**src/rtl/btn_pkg.sv**
```systemverilog
// Shared types and default timing constants for the push-button conditioner.
// Imported by debounce_channel and btn_conditioner.
package btn_pkg;

    typedef enum logic {
        STABLE,
        COUNTING
    } db_state_t;

    localparam int DEF_DEBOUNCE_CYCLES    = 1_000_000;
    localparam int DEF_RST_STRETCH_CYCLES = 16;

endpackage

```
**src/rtl/debounce_channel.sv**
```systemverilog
// One button channel: 2-FF synchronizer, polarity fix, counter debouncer,
// and single-cycle press/release pulses aligned with the level change.
module debounce_channel
    import btn_pkg::*;
#(
    parameter int DEBOUNCE_CYCLES = DEF_DEBOUNCE_CYCLES,
    parameter bit ACTIVE_LOW      = 1'b1
) (
    input  logic clk,
    input  logic reset,
    input  logic btn_raw,
    output logic btn_level,
    output logic btn_press,
    output logic btn_release
);

    localparam int            CW   = $clog2(DEBOUNCE_CYCLES);
    localparam logic [CW-1:0] LAST = CW'(DEBOUNCE_CYCLES - 1);

    logic          r_sync1;
    logic          r_sync2;
    db_state_t     r_state;
    logic [CW-1:0] r_cnt;
    logic          r_level;
    logic          r_press;
    logic          r_release;

    logic          w_pressed;
    db_state_t     w_state;
    logic [CW-1:0] w_cnt;
    logic          w_level;
    logic          w_press;
    logic          w_release;

    assign w_pressed = r_sync2 ^ ACTIVE_LOW;

    // Two-flop synchronizer; resets to the unpressed pin level.
    always_ff @(posedge clk) begin
        if (reset) begin
            r_sync1 <= ACTIVE_LOW;
            r_sync2 <= ACTIVE_LOW;
        end else begin
            r_sync1 <= btn_raw;
            r_sync2 <= r_sync1;
        end
    end

    // Debounce state, counter, level and pulse registers.
    always_ff @(posedge clk) begin
        if (reset) begin
            r_state   <= STABLE;
            r_cnt     <= '0;
            r_level   <= 1'b0;
            r_press   <= 1'b0;
            r_release <= 1'b0;
        end else begin
            r_state   <= w_state;
            r_cnt     <= w_cnt;
            r_level   <= w_level;
            r_press   <= w_press;
            r_release <= w_release;
        end
    end

    // Next state: any return to the current level aborts the count.
    always_comb begin
        w_state   = r_state;
        w_cnt     = r_cnt;
        w_level   = r_level;
        w_press   = 1'b0;
        w_release = 1'b0;
        unique case (r_state)
            STABLE: begin
                if (w_pressed != r_level) begin
                    w_state = COUNTING;
                    w_cnt   = CW'(1);
                end
            end
            COUNTING: begin
                if (w_pressed == r_level) begin
                    w_state = STABLE;
                    w_cnt   = '0;
                end else if (r_cnt == LAST) begin
                    w_level   = ~r_level;
                    w_press   = ~r_level;
                    w_release = r_level;
                    w_state   = STABLE;
                    w_cnt     = '0;
                end else begin
                    w_cnt = r_cnt + 1'b1;
                end
            end
        endcase
    end

    assign btn_level   = r_level;
    assign btn_press   = r_press;
    assign btn_release = r_release;

endmodule

```
**src/rtl/btn_conditioner.sv**
```systemverilog
// Debounces the board buttons and derives the stretched MicroBlaze reset
// from the system reset OR the debounced reset button.
module btn_conditioner
    import btn_pkg::*;
#(
    parameter int N_BTN              = 4,
    parameter int DEBOUNCE_CYCLES    = DEF_DEBOUNCE_CYCLES,
    parameter bit ACTIVE_LOW         = 1'b1,
    parameter int RST_BTN            = 0,
    parameter int RST_STRETCH_CYCLES = DEF_RST_STRETCH_CYCLES
) (
    input  logic             clk,
    input  logic             reset,
    input  logic [N_BTN-1:0] btn_raw,
    output logic [N_BTN-1:0] btn_level,
    output logic [N_BTN-1:0] btn_press,
    output logic [N_BTN-1:0] btn_release,
    output logic             mb_reset
);

    localparam int            SW    = $clog2(RST_STRETCH_CYCLES + 1);
    localparam logic [SW-1:0] SLAST = SW'(RST_STRETCH_CYCLES);

    logic [SW-1:0] r_scnt;
    logic          r_hold;
    logic [SW-1:0] w_scnt_inc;
    logic          w_cause;

    for (genvar g = 0; g < N_BTN; g++) begin : g_ch
        debounce_channel #(
            .DEBOUNCE_CYCLES(DEBOUNCE_CYCLES),
            .ACTIVE_LOW     (ACTIVE_LOW)
        ) u_ch (
            .clk        (clk),
            .reset      (reset),
            .btn_raw    (btn_raw[g]),
            .btn_level  (btn_level[g]),
            .btn_press  (btn_press[g]),
            .btn_release(btn_release[g])
        );
    end

    assign w_cause    = reset | btn_level[RST_BTN];
    assign w_scnt_inc = r_scnt + 1'b1;

    // Stretch counter: held at zero while the cause lasts, then counts up
    // and saturates; r_hold covers the cycles after the cause ends.
    always_ff @(posedge clk) begin
        if (reset || btn_level[RST_BTN]) begin
            r_scnt <= '0;
            r_hold <= 1'b1;
        end else if (r_scnt != SLAST) begin
            r_scnt <= w_scnt_inc;
            r_hold <= (w_scnt_inc != SLAST);
        end
    end

    // Glitch-free OR of registered/synchronous terms.
    assign mb_reset = w_cause | r_hold;

endmodule

```
**config.mk**
```make
export PLATFORM = sky130hd
export DESIGN_NAME = btn_conditioner
export DESIGN_NICKNAME = d
export VERILOG_FILES = /design/src/rtl/btn_pkg.sv /design/src/rtl/debounce_channel.sv /design/src/rtl/btn_conditioner.sv
export SDC_FILE = /design/constraint.sdc
export NUM_CORES = 1
export LEC_CHECK = 0
export CAP_MARGIN = 5
export CORE_ASPECT_RATIO = 1.5
export CORE_MARGIN = 10
export CORE_UTILIZATION = 30
export CTS_CLUSTER_DIAMETER = 50
export DETAILED_ROUTE_END_ITERATION = 12
export REMOVE_ABC_BUFFERS = 1
export SLEW_MARGIN = 20
export SYNTH_ARGS = -nofsm -noshare
export SYNTH_HDL_FRONTEND = slang
export SYNTH_SLANG_ARGS = --single-unit
```
**constraint.sdc**
```tcl
create_clock -name clk -period 2.22 [get_ports clk]
set_input_delay 0.444 -clock clk [delete_from_list [all_inputs] [get_ports clk]]
set_output_delay 0.444 -clock clk [all_outputs]
set_load 0.005 [all_outputs]
```
=== Yosys cells after proc, flatten, opt, wreduce, memory -nomap -nowiden ===
Index checks and enable logic that the tools add are counted.

* Bits in registers: 110
* Latch bits: 0
* RAM bits: 0
* Memory bits (read-only): 0
* Output and inout bits: 13
* Logic and storage cells: 116
* Memories: 0

* Add/subtract/negate cells: 5
* Multiply operators: 0
* Divide/modulo/power cells: 0
* Magnitude comparators: 0
* Eq/ne operators: 18
* Shift operators: 0
* Multiplexer cells: 32
* Bitwise gates (word level): 22
* Reduce and logical (&&, ||, !) cells: 9

{| class="wikitable"
|+ Operators by type and width
! kind !! number
|-
| $mux W20 || 12
|-
| $pmux W20 S2 || 4
|-
| $add A20 B1 Y20 const B || 4
|-
| $eq A20 B20 Y1 const B || 4
|-
| $not A1 Y1 || 20
|-
| $reduce_or A4 Y1 || 4
|-
| $mux W1 || 12
|-
| $reduce_and A3 Y1 || 4
|-
| $ne A5 B5 Y1 const B || 2
|-
| $ne A2 B1 Y1 const B || 4
|-
| $pmux W1 S2 || 4
|-
| $add A5 B1 Y5 const B || 1
|-
| $eq A1 B1 Y1 || 4
|-
| $ne A1 B1 Y1 || 4
|-
| $or A1 B1 Y1 || 2
|-
| $logic_or A1 B1 Y1 || 1
|}

=== Longest topological paths before layout ===
* Word-level depth: 4
* Gate-level depth with buffers: 8

=== Cells and area by module ===
Synthesis repeated with hierarchy kept, for this count alone.

* Cell total of the unflattened synthesis: 663
* Area total of the unflattened synthesis: 5436.5 µm²

{| class="wikitable"
|+ By module, submodules not included
! module !! times used !! cells each !! area an instance (µm²)
|-
| debounce_channel || 4 || 157 || 1276.2
|-
| btn_conditioner || 1 || 35 || 331.6
|}

=== Worst setup path before layout ===
Ideal clock, no wire load.

* Path type: reg-to-reg
* Start point: reg g_ch[3].u_ch.r_cnt[0]
* End point: reg g_ch[3].u_ch.r_cnt[12]
* Setup time: 0.074 ns
* Data arrival time: 1.934 ns
* Path slack: 0.212 ns
* Cell stages (with the launch flop): 7
* Buffers on the path: 0
* Period minus slack after synthesis: 2.008 ns
* Cell sequence: dfxtp_1 ha_1 nand3_1 nor4_1 nand4_1 o21ba_2 a31oi_1

* Longest elaborated chain between the ends: 4
* Elaborated cells on any way between the ends: 5
* Those cells by class: add/sub: 1; eq/ne: 1; mux: 3

{| class="wikitable"
|+ Ends and longest elaborated chain
! what !! RTL line !! source
|-
| start: declaration || debounce_channel.sv:23 || <nowiki>logic [CW-1:0] r_cnt;</nowiki>
|-
| start signal: assignment || debounce_channel.sv:58 || <nowiki>r_cnt <= w_cnt;</nowiki>
|-
| $add A20 B1 Y20 / $eq A20 B20 Y1 (equally long branches) || debounce_channel.sv:90, debounce_channel.sv:83 ||
|-
| $mux W20 (*) || debounce_channel.sv:83 || <nowiki>end else if (r_cnt == LAST) begin</nowiki>
|-
| $mux W20 (*) || debounce_channel.sv:80 || <nowiki>if (w_pressed == r_level) begin</nowiki>
|-
| $pmux W20 S2 (*) || debounce_channel.sv:72 || <nowiki>unique case (r_state)</nowiki>
|}

Every way passes the cells marked *; elsewhere a longest branch is shown, timed or not.
A chain may end at the register's enable or synchronous reset.

=== Final worst setup path ===
* Start point: reg g_ch[0].u_ch.r_level
* End point: out mb_reset

* Longest elaborated chain between the ends: 2

{| class="wikitable"
|+ Ends and longest elaborated chain
! what !! RTL line !! source
|-
| start: declaration || debounce_channel.sv:24 || <nowiki>logic r_level;</nowiki>
|-
| start signal: assignment || debounce_channel.sv:59 || <nowiki>r_level <= w_level;</nowiki>
|-
| $or A1 B1 Y1 || btn_conditioner.sv:43 || <nowiki>assign w_cause = reset | btn_level[RST_BTN];</nowiki>
|-
| $or A1 B1 Y1 || btn_conditioner.sv:59 || <nowiki>assign mb_reset = w_cause | r_hold;</nowiki>
|-
| end: declaration || btn_conditioner.sv:18 || <nowiki>output logic mb_reset</nowiki>
|}

No other way between the ends.

==> flow_summary.toml <==
[status]
outcome = "finished, final reports clean"

[drt]
vias = 4872
wl_per_cell_um = 13.7
drt_pass1_iterations = 4
first_iter_violations = 223
drc = 0
drt_wl_total_mm = 12.7
ant_nets = 0
vias_per_cell = 5.24

[finish]
layout-drive-gt1-share = 0.125
diodes = 0
post-route-util = 0.356
finalNetCount = 721
syn2layout_area_growth_pct = 16.8

[worst_setup_path]
crit_type = "reg -> out"
end_kind = "primary output"
crit_family = "buffers and inverters"
cp.required_ns = 1.78
arrival_ns = 1.66
critPathBufInv = 2
crit_chain = "buf_4 > or3_1 > clkdlybuf4s50_1"
start_kind = "flip-flop"
critPathSlowestCell = "clkdlybuf4s50_1"
worstPathMaxFanout = 6
slowest_delay_ns = 0.46

[timing]
period_share = 0.946
rsz0062_at_grt = "no"
hold_viol_final = 0
setup_viol = 0
fin_crit_ns = 2.10
fmax_mhz = 476
tightestPinTransition_ns = 0.638
clock-skew-final_ns = 0.0101
maxSlewHeadroom = 0.574
drv_slew = 0

[pwr]
power.total_w = 0.00372
ir_drop_mv = 0.357
powerDensity_mw_per_mm2 = 582
p_leak_nw = 2.19

[floorplanning]
die_x_um = 130
dieArea_sq_mm = 0.0241
start_util = 0.304
coreArea_sq_mm = 0.0179
die_h_um = 185
rows = 60
io_pins = 19

[clocking]
postCtsHoldBufs = 0
cts_setup_buffers = 0
htreeDepth = 3
cts.sinks = 110
path_clk_slew_ns = 0.08
cts_resized = 0
cts_tree = "yes"
clockBufferDepth = 2
cts_buffers = 9
root_buffer = "clkbuf_16"
clk_latency_ns = 0.35

[global_routing]
antenna_found_initial = 0
grtUsageTotal = 0.108
gr-total-overflow = 0
grt_pass1_wl_mm = 21.8
grt_pass1_vias = 4753
grt_max_degree = 25

[placement]
place.gp.congestion = 0.780
dpl.hpwl_mm = 9.36
portBuffers = 18

[logic_synthesis]
synth_area_sq_mm = 0.00546
ys_ff_latch = 110
ys_types = 57
ys_seq_area_frac = 0.403
yosys_warnings = 0
synthFlopType = "dfxtp_1"
async_reset_ff_frac = 0
syn_area_per_cell_sq_um = 8.24
synth_edf_count = 0
postSynthCellCount = 663

[job]
drv_cap = 0

[min_path]
hp-class = "reg -> reg"
state kept, by name (all words and copies together), names as in the netlist:
name,cells
g_ch.u_ch.r_sync2,4
g_ch.u_ch.r_sync1,4
r_hold,1
g_ch.u_ch.btn_level,4
r_scnt,5
g_ch.u_ch.btn_press,4
g_ch.u_ch.r_cnt,80
g_ch.u_ch.btn_release,4
g_ch.u_ch.r_state,4
report_power, final:
| group | internal, W | total (W) | switching (W) |
|---|---|---|---|
| registers | 0.00199 | 0.00201 | 0.0000175 |
| clock network | 0.000801 | 0.00156 | 0.000761 |
| logic | 0.0000619 | 0.000148 | 0.0000862 |
| total | 0.00285 | 0.00372 | 0.000864 |
placed cells by master, fill, tap and decap left out, types with 3 or more instances in the layout:
| master | Yosys | final |
|---|---|---|
| and2_1 | 5 | 5 |
| mux2i_1 | 9 | 9 |
| a21o_1 | 10 | 10 |
| nor3b_1 | 4 | 4 |
| nand4_1 | 21 | 21 |
| inv_1 | 14 | 14 |
| nor2_1 | 53 | 53 |
| a21oi_1 | 52 | 52 |
| or4_1 | 5 | 5 |
| a22o_1 | 8 | 8 |
| clkbuf_16 | 0 | 9 |
| and3_1 | 11 | 11 |
| dfxtp_1 | 110 | 110 |
| a41oi_1 | 5 | 5 |
| o21a_1 | 6 | 6 |
| o21ai_0 | 22 | 22 |
| o211ai_1 | 3 | 3 |
| a31oi_1 | 33 | 33 |
| or2b_1 | 3 | 3 |
| nor3_1 | 30 | 30 |
| xor2_1 | 8 | 8 |
| buf_4 | 13 | 51 |
| ha_1 | 7 | 7 |
| nand2_1 | 66 | 66 |
| xnor2_1 | 13 | 12 |
| or3_1 | 13 | 13 |
| or2_2 | 10 | 10 |
| nor4_1 | 7 | 7 |
| and4_1 | 6 | 6 |
| a22oi_1 | 5 | 5 |
| nand2b_1 | 13 | 13 |
| nand3b_1 | 8 | 8 |
| clkdlybuf4s50_1 | 0 | 17 |
| nand3_1 | 41 | 41 |
worst register-to-register path: cells and delay by family, from the launching register on:
| family | cells | cell delay (ns) |
|---|---|---|
| simple gates | 3 | 1.05 |
| flops | 1 | 0.38 |
| compound gates | 2 | 0.29 |
| buf+inv | 1 | 0.21 |
cells in the mapped netlist (5+ instances only):
master    number  area, sq um
o21ai_0       22          110
and4_1         6         52.6
nand3b_1       8         60.1
a41oi_1        5         43.8
dfxtp_1      110         2200
a31oi_1       33          206
a21o_1        10         75.1
or3_1         13         81.3
buf_4         13         97.6
nor3_1        30          150
nand4_1       21          131
xor2_1         8         70.1
nor2_1        53          199
o21a_1         6         45.0
clkbuf_1      15         56.3
and2_1         5         31.3
a22oi_1        5         37.5
nor4_1         7         43.8
and3_1        11         68.8
nand2b_1      13         81.3
mux2i_1        9         90.1
nand3_1       41          205
or2_2         10         62.6
inv_1         14         52.6
nand2_1       66          248
xnor2_1       13          114
a21oi_1       52          260
ha_1           7         87.6
a22o_1         8         70.1
or4_1          5         37.5
layer usage:
| layer | global-route usage | routed length [um] | share of wire | up-vias |
|---|---|---|---|---|
| met2 | 0.205 | 6740 | 0.53 | 49 |
| met4 | 0.0397 | 187 | 0.015 | 0 |
| met1 | 0.114 | 5390 | 0.42 | 2296 |
| met3 | 0.0200 | 390 | 0.031 | 14 |
| met5 | 0 | 0 | 0 | - |
| li1 | - | - | - | 2513 |
worst paths after layout:
kind                                  startpoint                             endpoint  slack [ns]  depth (start not counted)
max          g_ch[0].u_ch.btn_level$_SDFFE_PP0P_                             mb_reset        0.12                          3
min              g_ch[0].u_ch.r_sync1$_SDFF_PP1_      g_ch[0].u_ch.r_sync2$_SDFF_PP1_        0.41                          1
max reg2reg  g_ch[1].u_ch.r_cnt[14]$_SDFFE_PP0P_  g_ch[1].u_ch.r_cnt[18]$_SDFFE_PP0P_        0.18                          6
min reg2reg      g_ch[0].u_ch.r_sync1$_SDFF_PP1_      g_ch[0].u_ch.r_sync2$_SDFF_PP1_        0.41                          1
per-stage QoR:
stage | cell area [sq um] | setup WS [ns] | setup TNS [ns] | hold WS [ns] | cells
floorplan | 5250 | -0.131 | -0.731 | 0.389 | 628
global placement | 6080 | 0.113 | 0 | 0.394 | 914
detailed placement | 6080 | 0.0630 | 0 | 0.398 | 914
CTS | 6360 | 0.0531 | 0 | 0.415 | 930
global route | 6380 | 0.0333 | 0 | 0.420 | 930
finish | 6380 | 0.121 | 0 | 0.411 | 930
final cells by class:
type / instances / area [sq um]
Fill cell: 1866 / 11600
Multi-Input combinational cell: 504 / 3010
Sequential cell: 110 / 2200
Timing Repair Buffer: 69 / 558
Tap cell: 217 / 272
Clock buffer: 10 / 239
Inverter: 14 / 52.6
Clock inverter: 6 / 45.0
cells by family (layout without fill, tap and decap cells):
logic type	Yosys count	count (layout)	share of synthesized area
xor gates and xnor gates	21	21	0.0337
muxes	9	9	0.0165
buffers and inverters	49	99	0.0490
and+or+nand+nor	308	308	0.300
adders and majority gates	7	7	0.0160
DFF	110	110	0.403
AOI/OAI and AO/OA	159	159	0.182
(Power assumes the default switching activity.)
